$ cat src/rtl/output_port_arbiter_if.sv
// Arbiter bus: requests, heads/tails, dst VCs, on/off, grants.
// master drives requests; slave (arbiter) returns grant/lock/stall.
interface output_port_arbiter_if #(
  parameter int NUM_REQ = 20,
  parameter int VC_NUM  = 2
);
  localparam int VC_W = (VC_NUM > 1) ? $clog2(VC_NUM) : 1;
  localparam int OW   = $clog2(NUM_REQ);

  logic [NUM_REQ-1:0]      req_i;
  logic [NUM_REQ-1:0]      head_i;
  logic [NUM_REQ-1:0]      tail_i;
  logic [NUM_REQ*VC_W-1:0] dst_vc_i;
  logic [VC_NUM-1:0]       on_off_i;
  logic                    stall_clr_i;
  logic [NUM_REQ-1:0]      grant_o;
  logic [VC_W-1:0]         grant_vc_o;
  logic                    valid_o;
  logic                    locked_o;
  logic [OW-1:0]           owner_o;
  logic                    stall_err_o;

  modport master (
    output req_i, head_i, tail_i,
    output dst_vc_i, on_off_i,
    output stall_clr_i,
    input  grant_o, grant_vc_o,
    input  valid_o, locked_o,
    input  owner_o, stall_err_o
  );

  modport slave (
    input  req_i, head_i, tail_i,
    input  dst_vc_i, on_off_i,
    input  stall_clr_i,
    output grant_o, grant_vc_o,
    output valid_o, locked_o,
    output owner_o, stall_err_o
  );
endinterface

$ cat src/rtl/output_port_arbiter.sv
// Per-output-port wormhole RR arbiter with stall watchdog.
// Ports: clk, rst (async, active low), bus (slave modport).
module output_port_arbiter #(
  parameter int NUM_REQ     = 20,
  parameter int VC_NUM      = 2,
  parameter int STALL_LIMIT = 64
) (
  input  logic clk,
  input  logic rst,
  output_port_arbiter_if.slave bus
);
  localparam int VC_W =
    (VC_NUM > 1) ? $clog2(VC_NUM) : 1;
  localparam int OW = $clog2(NUM_REQ);
  localparam int CW = $clog2(STALL_LIMIT + 1);
  localparam logic [CW-1:0] LIM =
    CW'(STALL_LIMIT);

  typedef enum logic {IDLE, LOCKED} state_t;

  state_t          state;
  logic [OW-1:0]   rr_ptr;
  logic [OW-1:0]   owner;
  logic [CW-1:0]   stall_cnt;
  logic            stall_err;

  logic [VC_W-1:0]    dst [NUM_REQ];
  logic [NUM_REQ-1:0] vc_on;
  logic [NUM_REQ-1:0] eligible;
  logic               found;
  logic [OW-1:0]      win;
  logic [OW:0]        idx;
  logic               own_go;
  logic [NUM_REQ-1:0] grant;
  logic [VC_W-1:0]    grant_vc;

  for (genvar g = 0; g < NUM_REQ; g++) begin : g_req
    assign dst[g] =
      bus.dst_vc_i[g*VC_W +: VC_W];
    assign vc_on[g] = bus.on_off_i[dst[g]];
    assign eligible[g] =
      bus.req_i[g] & bus.head_i[g] & vc_on[g];
  end

  // First eligible after rr_ptr, wrapping.
  always_comb begin
    found = 1'b0;
    win   = '0;
    idx   = '0;
    for (int k = 1; k <= NUM_REQ; k++) begin
      idx = {1'b0, rr_ptr} + (OW+1)'(k);
      if (idx >= (OW+1)'(NUM_REQ))
        idx = idx - (OW+1)'(NUM_REQ);
      if (!found && eligible[idx[OW-1:0]]) begin
        found = 1'b1;
        win   = idx[OW-1:0];
      end
    end
  end

  assign own_go =
    bus.req_i[owner] & vc_on[owner];

  always_comb begin
    grant    = '0;
    grant_vc = '0;
    if (rst) begin
      unique case (1'b1)
        (state == IDLE): begin
          if (found) begin
            grant[win] = 1'b1;
            grant_vc   = dst[win];
          end
        end
        (state == LOCKED): begin
          if (own_go) begin
            grant[owner] = 1'b1;
            grant_vc     = dst[owner];
          end
        end
        default: ;
      endcase
    end
  end

  always_ff @(posedge clk or negedge rst) begin
    if (!rst) begin
      state     <= IDLE;
      rr_ptr    <= OW'(NUM_REQ - 1);
      owner     <= '0;
      stall_cnt <= '0;
      stall_err <= 1'b0;
    end else begin
      unique case (1'b1)
        (state == IDLE): begin
          if (found) begin
            owner <= win;
            if (bus.tail_i[win]) begin
              rr_ptr <= win;
            end else begin
              state     <= LOCKED;
              stall_cnt <= '0;
            end
          end
        end
        (state == LOCKED): begin
          if (own_go) begin
            if (bus.tail_i[owner]) begin
              state  <= IDLE;
              rr_ptr <= owner;
            end else begin
              stall_cnt <= '0;
            end
          end else if (stall_cnt != LIM) begin
            stall_cnt <= stall_cnt + 1'b1;
            if (stall_cnt == LIM - 1'b1)
              stall_err <= 1'b1;
          end
        end
        default: ;
      endcase
      // Clear beats a coincident set.
      if (bus.stall_clr_i) begin
        stall_err <= 1'b0;
        stall_cnt <= '0;
      end
    end
  end

  assign bus.grant_o     = grant;
  assign bus.grant_vc_o  = grant_vc;
  assign bus.valid_o     = |grant;
  assign bus.locked_o    = (state == LOCKED);
  assign bus.owner_o     = owner;
  assign bus.stall_err_o = stall_err;
endmodule
$ cat src/flat_wrapper.sv
// flat-port wrapper written by rule: the top's interface ports become plain ports
module output_port_arbiter_flat 
#(
  parameter int NUM_REQ     = 20,
  parameter int VC_NUM      = 2,
  parameter int STALL_LIMIT = 64
)
  (clk, rst, bus_req_i, bus_head_i, bus_tail_i, bus_dst_vc_i, bus_on_off_i, bus_stall_clr_i, bus_grant_o, bus_grant_vc_o, bus_valid_o, bus_locked_o, bus_owner_o, bus_stall_err_o);
  output_port_arbiter_if #(.NUM_REQ(NUM_REQ), .VC_NUM(VC_NUM)) bus_i ();
  input  logic clk;
  input  logic rst;
  input wire logic [$bits(bus_i.req_i)-1:0] bus_req_i;
  input wire logic [$bits(bus_i.head_i)-1:0] bus_head_i;
  input wire logic [$bits(bus_i.tail_i)-1:0] bus_tail_i;
  input wire logic [$bits(bus_i.dst_vc_i)-1:0] bus_dst_vc_i;
  input wire logic [$bits(bus_i.on_off_i)-1:0] bus_on_off_i;
  input wire logic [$bits(bus_i.stall_clr_i)-1:0] bus_stall_clr_i;
  output wire logic [$bits(bus_i.grant_o)-1:0] bus_grant_o;
  output wire logic [$bits(bus_i.grant_vc_o)-1:0] bus_grant_vc_o;
  output wire logic [$bits(bus_i.valid_o)-1:0] bus_valid_o;
  output wire logic [$bits(bus_i.locked_o)-1:0] bus_locked_o;
  output wire logic [$bits(bus_i.owner_o)-1:0] bus_owner_o;
  output wire logic [$bits(bus_i.stall_err_o)-1:0] bus_stall_err_o;
  assign bus_i.req_i = bus_req_i;
  assign bus_i.head_i = bus_head_i;
  assign bus_i.tail_i = bus_tail_i;
  assign bus_i.dst_vc_i = bus_dst_vc_i;
  assign bus_i.on_off_i = bus_on_off_i;
  assign bus_i.stall_clr_i = bus_stall_clr_i;
  assign bus_grant_o = bus_i.grant_o;
  assign bus_grant_vc_o = bus_i.grant_vc_o;
  assign bus_valid_o = bus_i.valid_o;
  assign bus_locked_o = bus_i.locked_o;
  assign bus_owner_o = bus_i.owner_o;
  assign bus_stall_err_o = bus_i.stall_err_o;
  output_port_arbiter #(.NUM_REQ(NUM_REQ), .VC_NUM(VC_NUM), .STALL_LIMIT(STALL_LIMIT)) u_core (.clk(clk), .rst(rst), .bus(bus_i));
endmodule
$ cat config.mk
export PLATFORM = sky130hd
export DESIGN_NAME = output_port_arbiter_flat
export DESIGN_NICKNAME = d
export VERILOG_FILES = /design/src/rtl/output_port_arbiter_if.sv /design/src/rtl/output_port_arbiter.sv /design/src/flat_wrapper.sv
export SDC_FILE = /design/constraint.sdc
export NUM_CORES = 1
export LEC_CHECK = 0
export ABC_AREA = 1
export BUFFER_PORTS_ARGS = -buffer_cell sky130_fd_sc_hd__buf_4
export CAP_MARGIN = 10
export CORE_UTILIZATION = 45
export CTS_BUF_LIST = sky130_fd_sc_hd__clkbuf_4
export DETAILED_ROUTE_END_ITERATION = 12
export GPL_TIMING_DRIVEN = 0
export PLACE_DENSITY = 0.65
export SETUP_SLACK_MARGIN = 0.02
export SYNTH_ARGS = -nofsm -noshare
export SYNTH_HDL_FRONTEND = slang
export SYNTH_SLANG_ARGS = --single-unit
$ cat constraint.sdc
create_clock -name clk -period 11 [get_ports clk]
set_input_delay 1.65 -clock clk [delete_from_list [all_inputs] [get_ports clk]]
set_output_delay 1.65 -clock clk [all_outputs]
set_load 0.05 [all_outputs]
==> results of run 1 <==
==> layer usage <==
layer | track usage (%) | up-vias | routed length, µm
met5 | 0 | - | 0
met4 | 8.78 | 0 | 709
met3 | 5.40 | 54 | 3130
met2 | 59.6 | 487 | 14600
met1 | 51.6 | 4715 | 14800
li1 | - | 5071 | -
==> state kept, by name (all words and copies together), names as in the netlist <==
register / count
u_core.rr_ptr: 5
u_core.bus.stall_err_o: 1
u_core.stall_cnt: 7
u_core.bus.owner_o: 5
u_core.bus.locked_o: 1
==> worst min-delay path by stage <==
stage	startpoint	to	slack, ns	cells after the start
global placement	u_core.stall_cnt[4]$_DFFE_PN0P_	u_core.stall_cnt[4]$_DFFE_PN0P_	0.48	2
finish	u_core.bus.stall_err_o$_DFFE_PN0P_	u_core.bus.stall_err_o$_DFFE_PN0P_	0.51	1
global route	u_core.bus.stall_err_o$_DFFE_PN0P_	u_core.bus.stall_err_o$_DFFE_PN0P_	0.51	1
floorplan	u_core.stall_cnt[4]$_DFFE_PN0P_	u_core.stall_cnt[4]$_DFFE_PN0P_	0.46	2
detailed placement	u_core.bus.stall_err_o$_DFFE_PN0P_	u_core.bus.stall_err_o$_DFFE_PN0P_	0.48	1
CTS	u_core.bus.stall_err_o$_DFFE_PN0P_	u_core.bus.stall_err_o$_DFFE_PN0P_	0.51	1
==> cell type report <==
class	instances	area, µm²
Fill cell	1855	7800
Multi-Input combinational cell	1205	6250
Timing Repair Buffer	113	848
Inverter	225	848
Sequential cell	19	479
Tap cell	220	275
Buffer	33	170
Clock buffer	3	22.5
Clock inverter	1	5.00
==> critical path: cells and delay by family (launching register included) <==
family,cells,cell delay [ns]
XOR/XNOR,1,0.48
adder cells (fa/ha/maj),2,0.67
AND/OR/NAND/NOR,28,3.46
flip-flops,1,0.66
buffers and inverters,7,1.95
AO/OA/AOI/OAI,3,0.54
==> per-stage QoR <==
step           cells  cell area (µm²)  hold slack [ns]  setup slack (ns)  util, %
3_3_place_gp    1814             8860            0.482              1.97     53.1
5_1_grt         1819             8900            0.512             0.663     53.3
2_1_floorplan   1482             7750            0.463              2.90        -
3_5_place_dp    1815             8870            0.483              1.89     53.1
4_1_cts         1819             8900            0.509              1.52     53.3
6_report        1819             8900            0.509              1.24     53.3
==> logic make-up after synthesis <==
group,synth area share [%]
buffers and inverters,13.1
xor gates and xnor gates,5.30
AOI/OAI and AO/OA,18.3
adders and majority gates,7.36
muxes,0.129
and+or+nand+nor,49.6
DFF,6.19
==> cells in the final DEF, fill, tap and decap left out, types with 3 or more instances in the layout <==
master,synthesis,layout
o22ai_1,22,22
nor3_1,10,10
buf_2,10,10
clkinv_1,3,3
inv_1,210,210
a21oi_1,59,59
dfstp_2,3,3
o31ai_1,3,3
nand2_2,15,15
xor2_1,34,34
clkbuf_4,0,3
o211ai_1,16,16
dfrtp_1,16,16
buf_4,5,118
nand4_1,39,39
nand3_2,6,6
nand3_1,157,157
nand4_2,3,3
o21ai_0,86,86
inv_2,10,10
nand3b_1,8,8
o21ai_1,19,19
nor2_2,6,6
clkbuf_1,13,13
nor2_4,3,3
nor2_1,114,114
a22oi_1,12,12
nand2_1,497,497
buf_1,3,3
or2_2,6,6
a31oi_1,4,4
ha_1,44,44
xnor2_1,6,6
==> flow_summary.yaml, run 1 <==
status:
  status: "completed"
critical_path:
  cp.arrival_ns: 8.11
  crit_path_end_kind: "output port"
  worstReg2RegStart: "u_core.rr_ptr[1]$_DFFE_PN1P_"
  max_stage_delay_ns: 0.66
  reg2regPathDepth: 40
  cp.required_ns: 9.35
  reg2reg_setup_slack_ns: 3.30
  critPathLaunch: "u_core.rr_ptr[1]$_DFFE_PN1P_"
  crit_top_cell: "nand2_1"
  worst_setup_path_start_kind: "flop"
  crit_path_max_fanout: 14
  path_class: "reg -> out"
  cp_slowest_cell: "dfstp_2"
  r2r-end: "u_core.rr_ptr[0]$_DFFE_PN1P_"
  endpoint: "bus_grant_vc_o"
routing:
  drtAntennaViolNets: 0
  routedWlPerCell_um: 18.3
  drtIter0Drc: 1132
  viasPerCell: 5.68
  wl_um: 33200
  drc: 0
  via_count: 10327
  drt_first_pass_iters: 5
yosys:
  synthTopCellsByArea: "nand2_1 (24%), inv_1 (10%), nand3_1 (10%), ha_1 (7.1%), o21ai_0 (5.6%)"
  synth_commonest_cells: "nand2_1 (497), inv_1 (210), nand3_1 (157)"
  syn_inst: 1482
  yosysMostFrequentCell: "nand2_1"
  ys.warnings.count: 0
  synth_seq_cells: 19
  synth_edf_count: 0
  syn-num-nets: 1612
  synthDistinctLibCells: 63
  synth_area_leader_cell: "nand2_1"
  async_flop_share_pct: 100
  syn_area_mm2: 0.00775
  netlist.area_leader.share_pct: 24.1
  ys.flop_type: "dfrtp_1"
  yosysSeqAreaShare_pct: 6.19
  syn_area_per_cell_um2: 5.23
clocking:
  cts-root-buf: "clkbuf_4"
  cts_tree: "done"
  cts_inserted_buffers: 3
  cts_sinks: 19
  clk_latency_ns: 0.32
  post-cts-setup-buffers: 0
  post_cts_resized: 0
  htreeDepth: 1
  clk_path_buf_depth: 2
  path_clk_slew_ns: 0.11
  ctsHoldBuffers: 0
sta:
  rsz0062_at_grt: "no"
  min_period_over_period_pct: 88.7
  worst_pin_slew_ns: 1.12
  setup_viol: 0
  final.setup.tns_ns: 0
  finalMaxSlewViolations: 0
  slew_headroom_pct: 25.2
  max_freq_mhz: 102
  hold_viol: 0
  finClkSkew_ns: 0.00709
  min_period_ns: 9.76
floorplan:
  rows: 47
  coreArea_mm2: 0.0167
  fp.dieW_um: 133
  ioPinCount: 114
  die_h_um: 133
  dieArea_mm2: 0.0177
  start_util_pct: 46.4
cells_and_area:
  fin_nets: 1730
  drive_gt1_share_pct: 12.6
  syn_to_final_growth_pct: 14.9
  antenna_cells: 0
place:
  hpwl_um: 28200
  portBuffers: 112
  place_congestion: 1.03
global_route:
  grt_pass1_wl_um: 51100
  track_usage_pct: 37.0
  first_global_vias: 9161
  overflow: 0
  grt_max_degree: 23
  antenna_found_initial: 0
job:
  cap_violations: 0
worst_hold_path:
  hold_class: "reg -> reg"
Power of run 1 is left out: the tool's default activity adds up to more than one toggle a clock period on the data nets, which glitch-free logic cannot reach.
==> run 2, diff against run 1 <==
- CORE_MARGIN: unset -> 8
- CTS_BUF_LIST: sky130_fd_sc_hd__clkbuf_4 -> sky130_fd_sc_hd__clkbuf_8
==> flow_summary.yaml, run 2 (same netlist as run 1, synthesis figures left out) <==
worst_hold_path:
  hold_class: "reg -> reg"
sta:
  finClkSkew_ns: 0.00631
  slew_headroom_pct: 12.8
  rsz0062_at_grt: "no"
  max_freq_mhz: 104
  setup_viol: 0
  hold_viol: 0
  min_period_ns: 9.63
  min_period_over_period_pct: 87.6
  finalMaxSlewViolations: 0
  final.setup.tns_ns: 0
  worst_pin_slew_ns: 1.29
floorplan:
  coreArea_mm2: 0.0171
  dieArea_mm2: 0.0217
  die_h_um: 147
  start_util_pct: 45.4
  rows: 48
  fp.dieW_um: 147
  ioPinCount: 114
cells_and_area:
  top_register: "u_core.stall_cnt"
  final_common_cell: "nand2_1"
  regArea_um2: 479
  fin_nets: 1730
  syn_to_final_growth_pct: 15.2
  final.fill_count: 1947
  final_cell_mix: "nand2_1 (497), inv_1 (210), nand3_1 (157), buf_4 (117), nor2_1 (114)"
  largest_reg_flops: 7
  multi_input_area_mm2: 0.00625
  drive_gt1_share_pct: 12.6
clocking:
  cts_inserted_buffers: 3
  post_cts_resized: 0
  ctsHoldBuffers: 0
  clk_latency_ns: 0.26
  cts_tree: "done"
  cts-root-buf: "clkbuf_8"
  post-cts-setup-buffers: 0
  path_clk_slew_ns: 0.08
  cts_sinks: 19
  clk_path_buf_depth: 2
  htreeDepth: 1
routing:
  drtAntennaViolNets: 0
  wl_um: 34200
  via_count: 10400
  drt_first_pass_iters: 6
  drtIter0Drc: 1346
  routedWlPerCell_um: 18.7
  drc: 0
  viasPerCell: 5.70
job:
  cap_violations: 0
critical_path:
  max_stage_delay_ns: 0.67
  crit_path_max_fanout: 14
  worst_setup_path_start_kind: "flop"
  cp.required_ns: 9.35
  crit_top_cell: "nor2_1"
  path_class: "reg -> out"
  crit_path_end_kind: "output port"
  cp.arrival_ns: 7.98
  cp_slowest_cell: "dfstp_2"
status:
  status: "completed"
global_route:
  first_global_vias: 9485
  track_usage_pct: 30.0
  grt_pass1_wl_um: 52200
  antenna_found_initial: 0
  grt_max_degree: 23
  overflow: 0
place:
  place_congestion: 1.02
  portBuffers: 112
  hpwl_um: 28800
## run 2: cell types whose count changed in the layout (fill, tap and decap cells not counted)
cell,delta
buf_2,+1
buf_4,-1
clkbuf_4,-3
clkbuf_8,+3
diode_2,+1
## run 2: worst max-delay path, delay by kind of cell, from the launching register on
| family | cells | cell delay [ns] |
|---|---|---|
| fa+ha+maj | 2 | 0.62 |
| simple gates | 24 | 3.13 |
| compound gates | 3 | 0.95 |
| buf+inv | 7 | 1.83 |
| xor+xnor | 1 | 0.50 |
| flops | 1 | 0.67 |
## run 2: area by class of cell
cell class                      instances  share of cell area [%]
Antenna cell                            1                  0.0280
Buffer                                 33                    1.91
Clock buffer                            3                   0.463
Clock inverter                          1                  0.0561
Inverter                              225                    9.51
Multi-Input combinational cell       1205                    70.0
Sequential cell                        19                    5.37
Tap cell                              225                    3.15
Timing Repair Buffer                  113                    9.48
## run 2: stage by stage
step | cell area, µm² | utilization, % | hold slack [ns] | worst slack (ns) | cells
after floorplan | 7750 | - | 0.463 | 2.90 | 1482
after global placement | 8870 | 52.0 | 0.484 | 1.90 | 1819
after detailed placement | 8870 | 52.0 | 0.506 | 1.93 | 1819
after CTS | 8920 | 52.3 | 0.523 | 1.62 | 1823
after global routing | 8920 | 52.3 | 0.529 | 0.823 | 1824
final | 8920 | 52.3 | 0.524 | 1.37 | 1825
## run 2: final timing paths
path	startpoint	endpoint	slack, ns	depth (start not counted)
worst max-delay path	u_core.rr_ptr[1]$_DFFE_PN1P_	bus_valid_o	1.37	37
worst min-delay path	u_core.bus.stall_err_o$_DFFE_PN0P_	u_core.bus.stall_err_o$_DFFE_PN0P_	0.52	1
worst max register to register	u_core.rr_ptr[1]$_DFFE_PN1P_	u_core.stall_cnt[4]$_DFFE_PN0P_	3.31	41
worst min register to register	u_core.bus.stall_err_o$_DFFE_PN0P_	u_core.bus.stall_err_o$_DFFE_PN0P_	0.52	1
max in group asynchronous	rst	u_core.rr_ptr[1]$_DFFE_PN1P_	9.46	1
min in group asynchronous	rst	u_core.bus.owner_o[2]$_DFFE_PN0P_	1.26	1
## run 2: routing by layer
metal,wire [µm],track usage [%],up-vias
met5,0,0,-
met4,919,8.72,0
met3,3260,3.72,52
met2,15300,47.8,504
met1,14700,41.2,4771
li1,-,-,5073
Power of run 2 is left out for the same reason.
==> run 3, diff against run 2 <==
- CORE_UTILIZATION: 45 -> 32
- PLACE_DENSITY: 0.65 -> unset
- clock period: 11 -> 7.9 ns (I/O delays scaled with it)
==> flow_summary.yaml, run 3 (same netlist as run 1, synthesis figures left out) <==
cells_and_area:
  fin_area_mm2: 0.00935
  final_cell_mix: "nand2_1 (493), inv_1 (208), nand3_1 (155), buf_4 (134), nor2_1 (109)"
  drive_gt1_share_pct: 15.0
  final_common_cell: "nand2_1"
  top_register: "u_core.stall_cnt"
  largest_reg_flops: 7
  regArea_um2: 484
  fin_nets: 1747
  final_util_pct: 38.9
  final.fill_count: 2749
  syn_to_final_growth_pct: 20.7
  antenna_cells: 0
  multi_input_area_mm2: 0.00637
critical_path:
  r2r-end: "u_core.stall_cnt[0]$_DFFE_PN0P_"
  worst_setup_path_start_kind: "flop"
  crit_path_end_kind: "output port"
  worstReg2RegStart: "u_core.rr_ptr[0]$_DFFE_PN1P_"
  critPathLaunch: "u_core.rr_ptr[0]$_DFFE_PN1P_"
  cp.arrival_ns: 6.28
  max_stage_delay_ns: 0.57
  crit_path_max_fanout: 10
  reg2reg_setup_slack_ns: 1.84
  reg2regPathDepth: 42
  cp.required_ns: 6.71
  cp_slowest_cell: "dfstp_2"
  endpoint: "bus_grant_vc_o"
  crit_top_cell: "nand2_1"
  path_class: "reg -> out"
routing:
  drc: 0
  wl_um: 35300
  drtIter0Drc: 950
  drt_first_pass_iters: 5
  viasPerCell: 5.25
  via_count: 10182
  drtAntennaViolNets: 0
  routedWlPerCell_um: 18.2
sta:
  finalMaxSlewViolations: 0
  setup_viol: 0
  finClkSkew_ns: 0.00167
  slew_headroom_pct: 20.2
  worst_pin_slew_ns: 1.19
  min_period_ns: 7.47
  hold_viol: 0
  min_period_over_period_pct: 94.5
  max_freq_mhz: 134
worst_hold_path:
  hold_class: "reg -> reg"
place:
  portBuffers: 112
  place_congestion: 1.02
  hpwl_um: 30100
  dpl_cell_area_mm2: 0.00899
global_route:
  grt_pass1_wl_um: 53800
  antenna_found_initial: 0
  overflow: 0
  grt_max_degree: 23
  first_global_vias: 9630
  track_usage_pct: 23.4
clocking:
  clk_latency_ns: 0.25
  cts_sinks: 19
  cts_inserted_buffers: 3
  cts_tree: "done"
  ctsHoldBuffers: 0
  htreeDepth: 1
  path_clk_slew_ns: 0.07
  clk_path_buf_depth: 2
  cts-root-buf: "clkbuf_8"
floorplan:
  rows: 57
  dieArea_mm2: 0.0294
  die_h_um: 172
  coreArea_mm2: 0.0240
  fp.dieW_um: 172
  ioPinCount: 114
  start_util_pct: 32.2
status:
  status: "completed"
job:
  cap_violations: 0
## run 3: final cells by class
class	count	share of cell area (%)
Timing Repair Buffer	131	10.7
Multi-Input combinational cell	1205	68.2
Clock buffer	3	0.442
Clock inverter	1	0.0535
Inverter	225	9.22
Sequential cell	19	5.18
Tap cell	324	4.34
Buffer	32	1.95
## run 3: critical path: cells and delay by family (launching register included)
family                   cells  cell delay (ns)
AO/OA/AOI/OAI                3             0.50
buffers and inverters        7             1.15
XOR/XNOR                     1             0.23
AND/OR/NAND/NOR             26             3.10
adder cells (fa/ha/maj)      2             0.44
flip-flops                   1             0.57
## run 3: through the flow
step | TNS (ns) | hold WS, ns | setup slack (ns) | cells
after global placement | -11.54 | 0.499 | -0.841 | 1918
final | 0 | 0.507 | 0.433 | 1940
after CTS | 0 | 0.510 | 0.0401 | 1925
after detailed placement | -11.73 | 0.491 | -0.824 | 1918
after floorplan | 0 | 0.463 | 0.267 | 1482
after global routing | -0.0156 | 0.527 | -0.0156 | 1940
## run 3: how the worst min path moves through the flow
| stage | start | end | slack [ns] | cells after the start |
|---|---|---|---|---|
| finish | u_core.bus.stall_err_o$_DFFE_PN0P_ | u_core.bus.stall_err_o$_DFFE_PN0P_ | 0.51 | 1 |
| global route | u_core.bus.stall_err_o$_DFFE_PN0P_ | u_core.bus.stall_err_o$_DFFE_PN0P_ | 0.53 | 1 |
| CTS | u_core.bus.stall_err_o$_DFFE_PN0P_ | u_core.bus.stall_err_o$_DFFE_PN0P_ | 0.51 | 1 |
| detailed placement | u_core.bus.stall_err_o$_DFFE_PN0P_ | u_core.bus.stall_err_o$_DFFE_PN0P_ | 0.49 | 1 |
| global placement | u_core.stall_cnt[4]$_DFFE_PN0P_ | u_core.stall_cnt[4]$_DFFE_PN0P_ | 0.50 | 2 |
| floorplan | u_core.stall_cnt[4]$_DFFE_PN0P_ | u_core.stall_cnt[4]$_DFFE_PN0P_ | 0.46 | 2 |
## run 3: what timing repair did
action | CTS | global route
setup buffers | 3 | 16
resized for setup | 12 | 34
pin swaps | 1 | 9
endpoints found under the setup margin | 22 | 22
## run 3: metal layers
layer | vias to the layer above | global-route usage, % | part of all wire [%]
met5 | - | 0 | 0
met4 | 0 | 8.24 | 3.7
met1 | 4563 | 29.4 | 42
met2 | 448 | 40.3 | 47
li1 | 5109 | - | -
met3 | 62 | 3.01 | 7.5
Power of run 3 is left out for the same reason.
